File: config.mk
export PLATFORM = sky130hd
export DESIGN_NAME = secventiator
export DESIGN_NICKNAME = d
export VERILOG_FILES = /design/src/rtl/risc8_pkg.sv /design/src/rtl/contor_pc.sv /design/src/rtl/secventiator.sv
export SDC_FILE = /design/constraint.sdc
export NUM_CORES = 1
export LEC_CHECK = 0
export ABC_AREA = 1
export BUFFER_PORTS_ARGS = -buffer_cell sky130_fd_sc_hd__buf_4
export CAP_MARGIN = 15
export CORE_MARGIN = 5
export CORE_UTILIZATION = 51
export DETAILED_ROUTE_END_ITERATION = 12
export PLACE_DENSITY = 0.8
export SYNTH_ARGS = -nofsm -noshare
export SYNTH_HDL_FRONTEND = slang
export SYNTH_SLANG_ARGS = --single-unit
File: constraint.sdc
create_clock -name clk -period 2.09 [get_ports clk]
set_clock_uncertainty 0.1 [all_clocks]
set_input_delay 0.3135 -clock clk [delete_from_list [all_inputs] [get_ports clk]]
set_output_delay 0.3135 -clock clk [all_outputs]
set_load 0.1 [all_outputs]
File: src/rtl/risc8_pkg.sv
// risc8_pkg: opcodes, the ALU-none select code and the sequencer state encoding,
// shared by the sequencer and its testbench-visible behaviour.
package risc8_pkg;
  localparam logic [3:0] OP_LOAD  = 4'b1000;
  localparam logic [3:0] OP_STORE = 4'b1001;
  localparam logic [3:0] OP_BEQ   = 4'b1010;
  localparam logic [3:0] OP_JMP   = 4'b1011;
  localparam logic [3:0] OP_HALT  = 4'b1111;
  localparam logic [3:0] ALU_NONE = 4'b1111;
  typedef enum logic [2:0] {
    S_IDLE, S_FETCH, S_DECODE, S_EXEC, S_MEM, S_WB, S_HALT, S_TRAP
  } state_t;
  function automatic logic is_alu(input logic [3:0] op);
    return !op[3];
  endfunction
endpackage

File: src/rtl/contor_pc.sv
// contor_pc: 8-bit program counter with load priority over increment, wrapping at 0xFF.
module contor_pc (
  input  logic       clk,
  input  logic       rst,
  input  logic       inc,
  input  logic       load,
  input  logic [7:0] load_val,
  output logic [7:0] pc
);
  logic [7:0] r_pc;
  always_ff @(posedge clk) begin
    if (rst) r_pc <= '0;
    else if (load) r_pc <= load_val;
    else if (inc) r_pc <= r_pc + 8'd1;
  end
  assign pc = r_pc;
endmodule

File: src/rtl/secventiator.sv
// secventiator: fetch/decode/execute sequencer for the risc8 core.
// Define ILLEGAL_TRAP_EN to trap opcodes 1100-1110 instead of retiring them as NOPs.
module secventiator
  import risc8_pkg::*;
(
  input  logic        clk,
  input  logic        rst,
  input  logic        start,
  output logic        imem_req,
  input  logic        imem_ready,
  input  logic [15:0] instr,
  output logic [7:0]  pc,
  output logic [15:0] ir,
  output logic [3:0]  alu_ctrl,
  output logic        reg_write,
  output logic        dmem_req,
  output logic        dmem_we,
  input  logic        dmem_ready,
  input  logic        zero_flag,
  output logic        busy,
  output logic        halted,
  output logic [15:0] retired
);
`ifdef ILLEGAL_TRAP_EN
  localparam state_t ILLEGAL_DST = S_TRAP;
`else
  localparam state_t ILLEGAL_DST = S_FETCH;
`endif
  state_t      r_state, w_nxt;
  logic [15:0] r_ir, r_retired;
  logic [3:0]  r_alu_ctrl, w_op;
  logic        r_imem_req, r_dmem_req, r_dmem_we, r_reg_write, r_busy, r_halted;
  logic        w_fetched, w_take, w_retire;
  assign w_op      = r_ir[15:12];
  assign w_fetched = r_state == S_FETCH && imem_ready;
  assign w_take    = r_state == S_DECODE && (w_op == OP_JMP || (w_op == OP_BEQ && zero_flag));
  assign w_retire  = r_state inside {S_DECODE, S_EXEC, S_MEM, S_WB} && w_nxt inside {S_FETCH, S_HALT};
  always_comb begin
    w_nxt = r_state;
    case (r_state)
      S_IDLE:   w_nxt = start ? S_FETCH : S_IDLE;
      S_FETCH:  w_nxt = imem_ready ? S_DECODE : S_FETCH;
      S_DECODE: w_nxt = (is_alu(w_op) || w_op == OP_BEQ || w_op == OP_JMP) ? S_EXEC :
                        (w_op == OP_LOAD || w_op == OP_STORE) ? S_MEM :
                        w_op == OP_HALT ? S_HALT : ILLEGAL_DST;
      S_EXEC:   w_nxt = is_alu(w_op) ? S_WB : S_FETCH;
      S_MEM:    w_nxt = !dmem_ready ? S_MEM : w_op == OP_LOAD ? S_WB : S_FETCH;
      S_WB:     w_nxt = S_FETCH;
      default:  w_nxt = r_state;
    endcase
  end
  // Outputs are registered from the next state so they line up with r_state.
  always_ff @(posedge clk) begin
    if (rst) begin
      r_state     <= S_IDLE;
      r_ir        <= '0;
      r_retired   <= '0;
      r_imem_req  <= 1'b0;
      r_dmem_req  <= 1'b0;
      r_dmem_we   <= 1'b0;
      r_reg_write <= 1'b0;
      r_alu_ctrl  <= ALU_NONE;
      r_busy      <= 1'b0;
      r_halted    <= 1'b0;
    end else begin
      r_state     <= w_nxt;
      if (w_fetched) r_ir <= instr;
      if (w_retire) r_retired <= r_retired + 16'd1;
      r_imem_req  <= w_nxt == S_FETCH;
      r_dmem_req  <= w_nxt == S_MEM;
      r_dmem_we   <= w_nxt == S_MEM && w_op == OP_STORE;
      r_reg_write <= w_nxt == S_WB;
      r_alu_ctrl  <= (w_nxt == S_EXEC || w_nxt == S_WB) && is_alu(w_op) ? w_op : ALU_NONE;
      r_busy      <= !(w_nxt inside {S_IDLE, S_HALT, S_TRAP});
      r_halted    <= w_nxt == S_HALT || w_nxt == S_TRAP;
    end
  end
  contor_pc u_pc (
    .clk      (clk),
    .rst      (rst),
    .inc      (w_fetched),
    .load     (w_take),
    .load_val (r_ir[7:0]),
    .pc       (pc)
  );
  assign imem_req  = r_imem_req;
  assign ir        = r_ir;
  assign alu_ctrl  = r_alu_ctrl;
  assign reg_write = r_reg_write;
  assign dmem_req  = r_dmem_req;
  assign dmem_we   = r_dmem_we;
  assign busy      = r_busy;
  assign halted    = r_halted;
  assign retired   = r_retired;
endmodule

# Word level (Yosys, flattened, before mapping)

Index checks and enable logic that the tools add are counted.

Output and inout bits: 50
Register bits after elaboration: 53
Logic and storage cells: 62

Equality and inequality tests: 16
$add $sub $neg: 2
Muxes and demuxes: 11
Reduce and logical (&&, ||, !) cells: 21
Bitwise operators: 1

Operator list:

| kind                                                | number |
|---|---|
| equality test 4 bit, second input constant          | 5 |
| equality test 3 bit, second input constant          | 6 |
| 2-to-1 mux 3 bit                                    | 6 |
| one-hot mux 3 bit (6 select lines)                  | 1 |
| adder 16 x 1 -> 16 bit, second input constant       | 1 |
| 2-to-1 mux 8 bit                                    | 2 |
| equality test 3 x 2 -> 1 bit, second input constant | 3 |
| adder 8 x 1 -> 8 bit, second input constant         | 1 |
| equality test 3 x 1 -> 1 bit, second input constant | 2 |
| logical AND 1 bit                                   | 6 |
| zero test 3 bit                                     | 2 |
| logical OR 1 bit                                    | 6 |
| nonzero test 2 bit                                  | 2 |
| nonzero test 4 bit                                  | 1 |
| nonzero test 3 bit                                  | 1 |
| zero test 1 bit                                     | 2 |
| 2-to-1 mux 2 bit                                    | 1 |
| OR reduction 2 bit                                  | 1 |
| 2-to-1 mux 1 bit                                    | 1 |
| inverter 1 bit                                      | 1 |

# Longest topological paths before layout

Gate-level depths: netlist of the first run.

Depth after elaboration: 10
Depth in mapped cells: 14
Gate-level depth less buffers: 14

# Cells and area by module

From an unflattened synthesis of the first run, not the netlist that was laid out.

Cell total of the unflattened synthesis: 351
Area, all modules: 2713.9 µm²

Modules (own cells, without submodules):

| module       | area each (µm²) | instances | cells each | sequential area each (µm²) |
|---|---|---|---|---|
| secventiator | 2224.6          | 1         | 281        | 900.9 |
| contor_pc    | 489.2           | 1         | 70         | 160.2 |

# Worst setup path after synthesis of the first run

Ideal clock, no wire load.

Path kind: register to register
From: reg r_retired[0] (netlist: retired[0])
To: reg r_retired[12] (netlist: retired[12])
Path slack: -0.401 ns
Clock period less this slack: 2.491 ns
Library setup time: 0.119 ns
Stages on the path, launching flop included: 11
Arrival time: 2.272 ns
Cell sequence: dfxtp_1 > ha_1 > nand2_1 > inv_1 > nand4_1 > nor2_1 > nand3_1 > nor3_1 > nand3_1 > nand2_1 > nor2_1

Longest elaborated chain between the ends: 1

Ends and longest elaborated chain:

| what                   | line               | RTL |
|---|---|---|
| start, declared        | secventiator.sv:30 | `logic [15:0] r_ir, r_retired;` |
| start signal, assigned | secventiator.sv:68 | `if (w_retire) r_retired <= r_retired + 16'd1;` |
| adder 16 x 1 -> 16 bit | secventiator.sv:68 |  |

Every way passes these cells.
A chain may end at the register's enable or synchronous reset.

# Worst setup path in the final report of the first run

From: reg r_state[2]
To: reg r_retired[4] (netlist: retired[4])

Longest elaborated chain between the ends: 5

Ends and longest elaborated chain:

| what                                                                       | line                                   | RTL |
|---|---|---|
| start, declared                                                            | secventiator.sv:29                     | `state_t r_state, w_nxt;` |
| start signal, assigned                                                     | secventiator.sv:66                     | `r_state <= w_nxt;` |
| equality test 3 bit (tied with other cells)                                | secventiator.sv:37, secventiator.sv:40 |  |
| one-hot mux 3 bit (6 select lines)                                         | secventiator.sv:40                     | `case (r_state)` |
| equality test 3 x 1 -> 1 bit / equality test 3 bit (equally long branches) | secventiator.sv:37                     | `assign w_retire = r_state inside {S_DECODE, S_EXEC, S_MEM, S_WB} && w_nxt inside {S_FETCH, S_HALT};` |
| nonzero test 2 bit                                                         | secventiator.sv:37                     |  |
| logical AND 1 bit (*)                                                      | secventiator.sv:37                     |  |

Every way passes the cells marked *; elsewhere a longest branch is shown, timed or not.

==> impl_metrics.tcl, run 1 <==
set metrics [dict create \
    drc 0 \
    yosysTopAreaCell "dfxtp_1" \
    initialDrtViolationCount 116 \
    fin_crit_sh 0.915 \
    wl_met1_mm 2.47 \
    holdBufCountCts 0 \
    fin_crit_ns 1.91 \
    core-area_um2 4720 \
    io_pins 72 \
    fin_nets 434 \
    drv_cap 0 \
    routed.top_layer "met4" \
    maxSlewHeadroom 0.707 \
    cp-start-kind "register" \
    firstDrtPassIters 4 \
    postCtsSetupBuffers 0 \
    critPathKind "reg2reg" \
    path_clk_slew_ns 0.10 \
    cts.repair.resized 0 \
    cts_root_buf "clkbuf_8" \
    antenna_cells 0 \
    core.rowCount 25 \
    cts_buffer_depth 2 \
    netlist.area_leader.share 0.430 \
    max_stage_delay_ns 0.46 \
    dp_cells 470 \
    layout-drive-gt1-share 0.292 \
    area_growth_pct 28.7 \
    tightestPinTransition_ns 0.435 \
    status "completed" \
    start_util 0.522 \
    crit_slowest_cell "dfxtp_1" \
    routed-wl-met2_mm 2.89 \
    path_cells "nand2_1 > inv_2 > nor2_4 > nand2_1 > nand3_2 > nand2_2 > nand2_2 > nand2_4 > nand2_4 > nand2_1 > a21oi_1" \
    synthTopCellsByArea "dfxtp_1 (43%), nand2_1 (12%), a21oi_1 (6.5%), nor2_1 (5.9%), nand3_1 (5.1%)" \
    tns_ns 0 \
    startpoint "r_state[2]" \
    worstReg2RegEnd "retired[4]" \
    slew_viol_final 0 \
    mappedNetlistArea_um2 2470 \
    netlist_instances 340 \
    drtAntennaViolNets 0 \
    ys_types 29 \
    p_leak_nw 1.41 \
    grt_max_degree 32 \
    avgSynthCellArea_um2 7.26 \
    yosys_register_bits 53 \
    first_global_vias 2366 \
    postSynthNetCount 364 \
    reg2regPathDepth 11 \
    wl_per_cell_um 12.3 \
    vias 2383 \
    dieArea_um2 6330 \
    track_usage 0.199 \
    final_cells 478 \
    grt_antenna_before_repair 0 \
    grt_pass1_wl_mm 10.1 \
    hp-class "in2reg" \
    min_path_cells 3 \
    worstSkewPairLatency_ns 0.31 \
    gp_congestion 0.899 \
    cp_common_cell "nand2_1" \
    rsz0062_at_grt "no" \
    final_common_cell "nand2_1" \
    hold_viol 0 \
    arrival_ns 2.00 \
    cp.required_ns 2.17 \
    tritoncts.num_buffers 5 \
    ys.warnings.count 0 \
    power_density_nw_per_um2 766 \
    wl_mm 5.88 \
    endpoint_kind "register" \
    crit_fanout 23 \
    cts_tree "done" \
    die_x_um 79.6 \
    die_y_um 79.6 \
    crit_end "retired[4]" \
    viasPerCell 4.99 \
    io_buffer_count 71 \
    setup_violations 0 \
    wl_met3_um 426 \
    ys_seq_area_frac 0.430 \
    rrSetupSlack_ns 0.18 \
    grt_overflow_total 0 \
    max_freq_mhz 523 \
    ir_drop_mv 0.386 \
    regToRegStartpoint "r_state[2]" \
    final_cell_mix "nand2_1 (82), buf_4 (75), nor2_1 (39)" \
    clock-sinks 53 \
    dp_hpwl_mm 4.38 \
    h-tree-depth 2 \
]
-- cell families after synthesis --
group / Yosys count / share of synthesized area
AND/OR/NAND/NOR: 174 / 0.324
flip-flops: 53 / 0.430
AO/OA/AOI/OAI: 51 / 0.110
buffers and inverters: 47 / 0.0801
XOR/XNOR: 13 / 0.0461
adder cells (fa/ha/maj): 2 / 0.0101
-- how the worst min path moves through the flow --
stage / startpoint / endpoint / slack [ns]
floorplan: instr[3] / ir[3] / 0.36
global placement: ir[10] / ir[10] / 0.35
detailed placement: ir[8] / ir[8] / 0.36
CTS: instr[5] / ir[5] / 0.14
global route: instr[9] / ir[9] / 0.16
finish: instr[5] / ir[5] / 0.16
-- through the flow --
stage / cell area (um2) / util / total power [mW] / worst slack (ns) / hold slack (ns)
3_5_place_dp: 3070 / 0.650 / 1.85 / 0.166 / 0.360
2_1_floorplan: 2490 / - / 1.71 / 0.00853 / 0.358
4_1_cts: 3160 / 0.670 / 2.45 / 0.156 / 0.140
6_report: 3180 / 0.672 / 2.43 / 0.177 / 0.157
5_1_grt: 3180 / 0.672 / 2.55 / 0.0277 / 0.155
3_3_place_gp: 3070 / 0.650 / 1.83 / 0.270 / 0.353
-- where the power goes --
| part | leakage [nW] | total [mW] | internal, mW | switching (mW) |
|---|---|---|---|---|
| registers | 0.438 | 1.10 | 1.06 | 0.0392 |
| logic | 0.922 | 0.725 | 0.162 | 0.564 |
| clock network | 0.0512 | 0.606 | 0.269 | 0.336 |
| total | 1.41 | 2.43 | 1.49 | 0.939 |
-- layout make-up --
type / count / area (um2)
fill: 407 / 1550
multi-input combinational: 240 / 1220
sequential: 53 / 1080
timing repair buffer: 75 / 563
inverter: 35 / 131
tap: 67 / 83.8
clock buffer: 6 / 82.6
clock inverter: 2 / 13.8
-- sequential cells by signal (all words and copies together), names as in the netlist, 3 cells and up --
register / flops
retired: 16
alu_ctrl: 4
r_state: 3
u_pc.pc: 8
ir: 16
-- routing by layer --
layer,vias to the layer above,track usage
met1,1069,0.223
met3,7,0.0621
met4,0,0.0636
li1,1242,-
met2,65,0.356
met5,-,0
-- critical path, delay by kind of cell (launching register included) --
family,cells,cell delay [ns]
compound gates,1,0.06
simple gates,9,1.03
flops,1,0.46
buf+inv,1,0.12
-- cell usage after synthesis --
library cell and number:
buf_6 1, nor2_1 39, nand4_1 5, nand2_1 82
nand3_2 9, clkbuf_1 8, nand2_4 1, a21oi_1 32
nor2_4 1, nor3_2 1, dfxtp_1 53, nor4_1 2
xor2_1 10, a221oi_1 2, ha_1 2, nor2_2 1
o21ai_0 14, nor3b_1 1, buf_2 2, buf_8 1
nor3_1 4, o221ai_1 2, inv_2 4, clkinv_1 1
inv_1 30, nand2_2 3, xnor2_1 3, nand3_1 25
a31oi_1 1
Note: power is estimated with default switching activity, not from simulation.
==> run 2, diff against run 1 <==
CORE_UTILIZATION = 24   (was 51)
PLACE_DENSITY = 0.44   (was 0.8)
==> run 2 against run 1 <==
Net effect: clock-buffer cell count grew 1; setup slack gained 0.0095 ns; power grew 5.8%; core utilization shrank 35 points; via count shrank 0.55%; sequential power is essentially flat; critical path depth grew 1; routed wire length grew 15%; design area grew 4.3%; sequential cell count is the same; critical path type unchanged; largest power group unchanged.
==> impl_metrics.tcl, run 2 (same netlist as run 1, synthesis figures left out) <==
set metrics [dict create \
    hold_ws_ns 0.156 \
    worstSkewPairLatency_ns 0.30 \
    p_leak_nw 1.42 \
    die_x_um 111 \
    slew_viol_final 0 \
    firstDrtPassIters 4 \
    crit_fanout 23 \
    vias 2370 \
    dp_cells 541 \
    dieArea_um2 12400 \
    drtAntennaViolNets 0 \
    critPathKind "reg2reg" \
    fin_crit_sh 0.911 \
    io_buffer_count 71 \
    die_y_um 111 \
    cts_tree "done" \
    core.rowCount 37 \
    ir_drop_mv 0.260 \
    cts_buffer_depth 2 \
    drv_cap 0 \
    regToRegStartpoint "r_state[2]" \
    tritoncts.num_buffers 5 \
    tns_ns 0 \
    fin_crit_ns 1.90 \
    cts_root_buf "clkbuf_8" \
    final_cell_mix "nand2_1 (82), buf_4 (77), nor2_1 (39)" \
    wl_mm 6.78 \
    startpoint "r_state[2]" \
    cp.required_ns 2.23 \
    grt_max_degree 32 \
    multi_input_area_um2 1230 \
    postCtsSetupBuffers 0 \
    grt_pass1_wl_mm 11.1 \
    arrival_ns 2.05 \
    status "completed" \
    layout-drive-gt1-share 0.295 \
    hp-start "instr[2]" \
    setup_violations 0 \
    final_common_cell "nand2_1" \
    path_clk_slew_ns 0.10 \
    initialDrtViolationCount 59 \
    cp-start-kind "register" \
    first_global_vias 2330 \
    track_usage 0.107 \
    maxSlewHeadroom 0.692 \
    holdBufCountCts 0 \
    antenna_cells 0 \
    viasPerCell 4.32 \
    drc 0 \
    register_area_um2 1080 \
    start_util 0.242 \
    power_density_nw_per_um2 777 \
    clock-sinks 53 \
    dp_hpwl_mm 5.02 \
    n_fill_cell 1115 \
    grt_antenna_before_repair 0 \
    endpoint_kind "register" \
    h-tree-depth 2 \
    gp_congestion 0.821 \
    hold_viol 0 \
    fin_util 0.325 \
    wl_per_cell_um 12.3 \
    tightestPinTransition_ns 0.458 \
    pre_cts_ws_ns 0.141 \
    fin_nets 436 \
    cts.repair.resized 0 \
    io_pins 72 \
    max_freq_mhz 525 \
    final_cells 549 \
    fin_ws_ns 0.187 \
    core-area_um2 10200 \
    area_growth_pct 34.3 \
    hp-class "in2reg" \
    grt_overflow_total 0 \
]
run 2: through the flow:
| stage | cell area (um2) | power [mW] |
|---|---|---|
| after floorplan | 2490 | 1.71 |
| after global placement | 3170 | 1.86 |
| after detailed placement | 3170 | 1.86 |
| after CTS | 3290 | 2.61 |
| after global routing | 3310 | 2.70 |
| final | 3310 | 2.57 |
run 2: routing by layer:
layer	vias up	part of all wire	track usage
met1	1063	0.45	0.135
met3	7	0.053	0.0299
met2	47	0.48	0.178
met5	-	0	0
met4	0	0.016	0.0341
li1	1253	-	-
run 2: power breakdown:
part / total [mW] / internal (mW) / switching, mW
sequential: 1.11 / 1.06 / 0.0419
combinational: 0.740 / 0.166 / 0.574
clock: 0.727 / 0.391 / 0.336
total: 2.57 / 1.62 / 0.952
run 2: worst max-delay path: stages (launching register included):
cell	delay [ns]
dfxtp_1	0.49
nand2_1	0.17
inv_2	0.11
nor2_4	0.03
nand2_1	0.07
nand3_2	0.11
nand2_2	0.12
nand2_2	0.07
nand2_4	0.24
nand2_1	0.12
nand2_1	0.07
nand2_1	0.04
nor2_1	0.08
run 2: final cells by class:
class                      instances  share of cell area
multi-input combinational        240               0.372
sequential                        53               0.327
timing repair buffer              77               0.174
tap                              136              0.0514
inverter                          35              0.0397
clock buffer                       7              0.0261
clock inverter                     1             0.00906
run 2: worst paths after layout:
check | end | slack, ns | cells after the start
min reg2reg | ir[11] | 0.37 | 2
max reg2reg | retired[11] | 0.19 | 12
max | retired[11] | 0.19 | 12
min | ir[2] | 0.16 | 3
